<file path="config.mk">
export PLATFORM = sky130hd
export DESIGN_NAME = logic_pipe_xnor_cmp
export DESIGN_NICKNAME = d
export VERILOG_FILES = /design/src/rtl/logic_pipe_xnor_cmp.sv
export SDC_FILE = /design/constraint.sdc
export NUM_CORES = 1
export LEC_CHECK = 0
export CAP_MARGIN = 20
export CELL_PAD_IN_SITES_DETAIL_PLACEMENT = 1
export CELL_PAD_IN_SITES_GLOBAL_PLACEMENT = 1
export CORE_MARGIN = 2
export CORE_UTILIZATION = 45
export CTS_BUF_LIST = sky130_fd_sc_hd__clkbuf_4 sky130_fd_sc_hd__clkbuf_8
export DETAILED_ROUTE_END_ITERATION = 16
export PLACE_DENSITY = 0.91
export SYNTH_ARGS = -nofsm -noshare
export SYNTH_HDL_FRONTEND = slang
export SYNTH_SLANG_ARGS = --single-unit
export TNS_END_PERCENT = 30
</file>
<file path="constraint.sdc">
create_clock -name clk -period 8.5 [get_ports clk]
set_input_delay 1.7 -clock clk [delete_from_list [all_inputs] [get_ports clk]]
set_output_delay 1.7 -clock clk [all_outputs]
set_load 0.05 [all_outputs]
</file>
<file path="src/rtl/logic_pipe_xnor_cmp.sv">
// logic_pipe_xnor_cmp: 2-stage valid/ready pipe; y=op(a,b), match_cnt=popcount(a xnor b), all_eq, saturating eq_count (clr clears)
module logic_pipe_xnor_cmp #(
   parameter int WIDTH = 8,
   parameter int CNT_W = 16
) (
   input  logic                         clk,
   input  logic                         rst_n,
   input  logic                         in_valid,
   output logic                         in_ready,
   input  logic [WIDTH-1:0]             a,
   input  logic [WIDTH-1:0]             b,
   input  logic [2:0]                   op,
   output logic                         out_valid,
   input  logic                         out_ready,
   output logic [WIDTH-1:0]             y,
   output logic [$clog2(WIDTH+1)-1:0]   match_cnt,
   output logic                         all_eq,
   output logic [CNT_W-1:0]             eq_count,
   input  logic                         clr
);
   localparam int MW = $clog2(WIDTH+1);
   logic s1_valid, s2_valid, s2_load, s1_adv;
   logic [WIDTH-1:0] s1_y, s1_x, f_y;
   logic [MW-1:0] pc;
   assign s2_load   = !s2_valid || out_ready;
   assign s1_adv    = !s1_valid || s2_load;
   assign in_ready  = s1_adv;
   assign out_valid = s2_valid;
   always_comb begin
      f_y = a;
      case (op)
         3'd0: f_y = a & b;
         3'd1: f_y = a | b;
         3'd2: f_y = a ^ b;
         3'd3: f_y = ~(a ^ b);
         3'd4: f_y = ~(a & b);
         3'd5: f_y = ~(a | b);
         3'd6: f_y = ~a;
         default: f_y = a;
      endcase
   end
   always_comb begin
      pc = '0;
      for (int i = 0; i < WIDTH; i++) pc = pc + MW'(s1_x[i]);
   end
   always_ff @(posedge clk or negedge rst_n) begin
      if (!rst_n) begin
         s1_valid <= 1'b0;
         s1_y     <= '0;
         s1_x     <= '0;
      end else if (s1_adv) begin
         s1_valid <= in_valid;
         if (in_valid) begin
            s1_y <= f_y;
            s1_x <= ~(a ^ b);
         end
      end
   end
   always_ff @(posedge clk or negedge rst_n) begin
      if (!rst_n) begin
         s2_valid  <= 1'b0;
         y         <= '0;
         match_cnt <= '0;
         all_eq    <= 1'b0;
      end else if (s2_load) begin
         s2_valid <= s1_valid;
         if (s1_valid) begin
            y         <= s1_y;
            match_cnt <= pc;
            all_eq    <= pc == MW'(WIDTH);
         end
      end
   end
   always_ff @(posedge clk or negedge rst_n) begin
      if (!rst_n) eq_count <= '0;
      else if (clr) eq_count <= '0;
      else if (s2_valid && out_ready && all_eq && eq_count != '1) eq_count <= eq_count + CNT_W'(1);
   end
endmodule

</file>
# == Yosys cells after proc, flatten, opt, wreduce, memory -nomap -nowiden ==
# Index checks and enable logic that the tools add are counted.
# op_classes
n_reduce_logical,11
addsub,8
eq_ne,8
bitwise,7
muxes,3
# op_table
op,count
8-bit case mux with 7 select lines,1
16-bit two-way mux,2
8-bit NOT,4
16-bit by 1-bit adder with 16-bit output (second input constant),1
4-bit by 1-bit adder with 4-bit output,4
16-bit inequality test (second input constant),1
3-bit equality test (second input constant),3
8-bit bitwise AND,1
8-bit bitwise OR,1
8-bit XOR,1
3-bit by 2-bit equality test with 1-bit output (second input constant),2
3-bit by 1-bit adder with 4-bit output,1
4-bit equality test (second input constant),1
2-bit AND reduction,2
2-bit by 1-bit adder with 3-bit output,1
3-bit by 1-bit equality test with 1-bit output (second input constant),1
1-bit logical AND,3
3-bit zero test,1
1-bit by 1-bit adder with 2-bit output,1
1-bit zero test,2
1-bit logical OR,2
2-bit nonzero test,1
# totals
wordCells,45
output_inout_bits,31
reg_bits,47

# == Logic depth before layout (Yosys ltp) ==
# logic_depth
depth_word,8
mapped_depth,10
ltp_nobuf,10

# == Least setup slack after synthesis ==
# OpenSTA, ideal clock, no wires.
# synth_timing
kind,input to output
from,in out_ready
to,out in_ready
path_stages,1
slack_ns,4.601
path_buffers,0
arrival_time_ns,2.199
path_cell_list,nand3b_1
# synth_between
elab_chain_len,2
# synth_rtl
item,line,source
start: declaration,14,"input logic out_ready,"
1-bit logical OR,25,assign s2_load = !s2_valid || out_ready;
1-bit logical OR,26,assign s1_adv = !s1_valid || s2_load;
end: declaration,9,"output logic in_ready,"
# No other way between the ends.

# == Worst setup path in the final report ==
# Ends and elaborated chain as after synthesis.

==> results_tabular.tex <==
\begin{tabular}{lr}
\hline
Metric & Value \\
\hline
\multicolumn{2}{l}{\textbf{Timing}} \\
Achievable Freq & 204 MHz \\
Worst setup skew after layout & 6.15 ps \\
Final critical-path required period & 4910 ps \\
Final period util & 0.578 \\
Worst slew margin relative to its limit & 0.257 \\
Total Negative Setup Slacks & 0 ps \\
Number of setup violations in the final report & 0 \\
RSZ-0062 raised after global routing & no \\
Measured slew at the worst slew-check pin & 1110 ps \\
Final WS setup & 3590 ps \\
Final Max Tran Viols & 0 \\
Hold Vio Cnt, Final & 0 \\
\multicolumn{2}{l}{\textbf{Setup path}} \\
Critical path start-end classification & primary input to output pin \\
CP max-delay cell & clkdlybuf4s50\_1 \\
Worst-path fanout max & 4 \\
Arrival time reported for the critical path endpoint & 3210 ps \\
Number of buffers and inverters on the critical path & 2 \\
Cell type with the highest occurrence count on the critical path & clkdlybuf4s50\_1 \\
Worst r2r dst & all\_eq \\
Origin of the critical flop-to-flop path & s1\_x[0] \\
Crit-path cells & clkdlybuf4s50\_1, nand3b\_1, clkdlybuf4s50\_1 \\
Critical Path End & in\_ready \\
Worst path top cell family by delay & buffers and inverters \\
Max incr delay on CP & 830 ps \\
Register-to-register setup slack & 5340 ps \\
Critical path endpoint category & output pin \\
R2R cell count & 10 \\
Critical Path Start & out\_ready \\
Critical path startpoint category & primary input \\
Worst path depth & 3 \\
Required time of the critical path & 6800 ps \\
\multicolumn{2}{l}{\textbf{Cells and area}} \\
Total area of sequential cells & 0.00118 mm2 \\
Fraction of layout instances using a drive strength above 1 & 0.108 \\
Final-stage net count & 425 \\
Total area of multi-input combinational cells & 0.00173 mm2 \\
FILL cells & 787 \\
Fin util & 0.558 \\
Layout-stage area growth over the synthesis result & 21.7\% \\
Total inserted antenna cells & 0 \\
\multicolumn{2}{l}{\textbf{Run}} \\
Max-cap violations & 0 \\
\multicolumn{2}{l}{\textbf{Clocking}} \\
Count of cells resized by post-cts repair & 0 \\
H-tree levels & 2 \\
Post-CTS clock slew at the launch and capture registers of the worst setup and hold paths & 100 ps \\
Number of buffers on the longest clock path & 2 \\
Worst-Skew Late Latency & 310 ps \\
Cell at the root of the clock tree & clkbuf\_8 \\
Post-cts hold buffer count & 0 \\
Number of CTS-inserted buffers & 5 \\
Post-CTS setup buffer count & 0 \\
Clock tree from TritonCTS & yes \\
Clk sink count & 47 \\
\multicolumn{2}{l}{\textbf{Yosys}} \\
Mapped Nets & 380 \\
Cell types occupying the most area after synthesis & dfrtp\_1 38\%, ha\_1 8.1\%, mux2\_2 6.9\% \\
Cell area after synthesis & 0.00308 mm2 \\
Sequential share of the synthesized area & 0.381 \\
Count of flip-flops with a built-in enable after synthesis & 0 \\
Yosys cell types & 42 \\
Number of standard cells after synthesis & 332 \\
Synth Flop Type & dfrtp\_1 \\
Fraction of post-synthesis cell area in the top cell type by area & 0.381 \\
Synthesis-stage register bit count & 47 \\
Share of async-settable or async-resettable flops after synthesis & 1.00 \\
Cell accounting for the most synthesized area & dfrtp\_1 \\
Number of warnings issued by yosys & 0 \\
Per-instance average area after synthesis & 9.29 um2 \\
\multicolumn{2}{l}{\textbf{Status}} \\
Status & finished, final reports clean \\
\multicolumn{2}{l}{\textbf{Global route}} \\
Wire length of the first global-routing pass & 12000 um \\
Global-route usage over all layers & 0.206 \\
Initial antenna violation count & 0 \\
Total overflow reported by the global router & 0 \\
Via count of the first global-routing pass & 2653 \\
Pin count of the biggest net entering global routing & 48 \\
\multicolumn{2}{l}{\textbf{Floorplan}} \\
Boundary Pins & 55 \\
Die width & 86.8 um \\
Die Footprint & 0.00753 mm2 \\
Starting utilization of the core area & 0.459 \\
Floorplan core area & 0.00672 mm2 \\
Rows & 30 \\
Die H & 86.8 um \\
\multicolumn{2}{l}{\textbf{Detailed routing}} \\
DRC violation total after the first TritonRoute iteration & 95 \\
Routed wire per std cell & 16.2 um \\
Detailed-route via count & 2544 \\
Detailed Routing Iterations Pass 1 & 6 \\
Routed Wire Length & 7440 um \\
Routed via count divided by cell count & 5.55 \\
Antenna Nets Post-Route & 0 \\
DRC violation count after routing & 0 \\
\multicolumn{2}{l}{\textbf{Pwr}} \\
Leakage power of the design & 1.69 nW \\
Worst IR Drop VDD & 0.0720 mV \\
Cell Pwr Density & 189 mW/mm2 \\
\multicolumn{2}{l}{\textbf{Place}} \\
Number of buffers added on ports & 54 \\
HPWL after detailed placement & 5530 um \\
Routability Congestion & 0.834 \\
Place WS & 3590 ps \\
\multicolumn{2}{l}{\textbf{Hold path}} \\
Min-delay worst type & flop to flop \\
\hline
\end{tabular}
## placed cells by master (no fill, tap or decap), types with 3 or more instances in the layout
| cell | instances |
|---|---|
| nand2_1 | 24 |
| o21ai_0 | 19 |
| nand3_1 | 12 |
| fa_1 | 4 |
| nand4_1 | 7 |
| a31oi_1 | 8 |
| xor2_1 | 16 |
| ha_1 | 20 |
| inv_1 | 24 |
| or2_2 | 5 |
| o21a_1 | 4 |
| and3_1 | 3 |
| a211o_1 | 8 |
| dfrtp_1 | 47 |
| mux2_2 | 19 |
| clkbuf_8 | 5 |
| nor3_1 | 6 |
| nor2_1 | 31 |
| clkdlybuf4s50_1 | 53 |
| and2_1 | 8 |
| nand2b_1 | 4 |
| a21oi_1 | 11 |
| a21o_1 | 5 |
| nor2b_1 | 10 |
## per-layer routing
layer	vias to the layer above	routed length, um	global-route usage
li1	1215	-	-
met1	1271	2980	0.227
met2	46	4150	0.389
met3	12	171	0.0333
met4	0	149	0.0838
met5	-	0	0
## state kept, by name (all words and copies together), names as in the netlist
register / flops
eq_count: 16
s1_x: 8
s1_y: 8
y: 8
match_cnt: 4
all_eq: 1
out_valid: 1
s1_valid: 1
## power breakdown
part / total [W] / internal (W) / switching (W)
sequential: 0.000276 / 0.000256 / 0.0000199
clock: 0.000144 / 0.0000590 / 0.0000851
combinational: 0.000287 / 0.000114 / 0.000173
## cell families (layout without fill, tap and decap cells)
logic type | Yosys count | in the layout | synth area share
AO/OA/AOI/OAI | 58 | 58 | 0.118
XOR/XNOR | 17 | 17 | 0.0483
adder cells (fa/ha/maj) | 24 | 24 | 0.107
buffers and inverters | 42 | 88 | 0.0576
flip-flops | 47 | 47 | 0.381
multiplexers | 21 | 21 | 0.0775
AND/OR/NAND/NOR | 123 | 123 | 0.210
## worst min-delay path, cell delays in order (launching register included)
cell and delay [ps]:
dfrtp_1 350, nand2_1 50, o21ai_0 70
## synthesized netlist by cell type, types with 2 or more instances
cell      instances
dfrtp_1          47
nor2_1           31
inv_1            24
nand2_1          24
ha_1             20
mux2_2           19
o21ai_0          19
xor2_1           16
nand3_1          12
a21oi_1          11
clkbuf_1         10
nor2b_1          10
a211o_1           8
a31oi_1           8
and2_1            8
nand4_1           7
nor3_1            6
a21o_1            5
or2_2             5
buf_2             4
fa_1              4
nand2b_1          4
o21a_1            4
and3_1            3
and4_1            2
buf_4             2
o31ai_1           2
or3_1             2
or4_1             2
## how the worst min path moves through the flow
stage	start	end	cells after the start
floorplan	s1_x[4]	s1_x[4]	2
global placement	s1_valid	out_valid	1
detailed placement	s1_x[7]	s1_x[7]	2
CTS	s1_x[7]	s1_x[7]	2
global route	match_cnt[2]	match_cnt[2]	2
finish	s1_x[7]	s1_x[7]	2
## area by class of cell
| class | instances | share of cell area |
|---|---|---|
| multi-input cells | 243 | 0.461 |
| flip-flops and latches | 47 | 0.314 |
| inverters | 24 | 0.0240 |
| well taps | 80 | 0.0267 |
| clock inverters | 3 | 0.00634 |
| repair buffers | 56 | 0.150 |
| clock buffers | 5 | 0.0183 |
## through the flow
stage | hold slack, ps | instance area [um2] | instances | power, W
4_1_cts | 503 | 3730 | 457 | 0.000712
5_1_grt | 533 | 3750 | 458 | 0.000744
2_1_floorplan | 450 | 3080 | 332 | 0.000466
3_5_place_dp | 470 | 3640 | 449 | 0.000569
6_report | 499 | 3750 | 458 | 0.000707
3_3_place_gp | 467 | 3640 | 449 | 0.000547
Note: power is estimated with default switching activity, not from simulation.
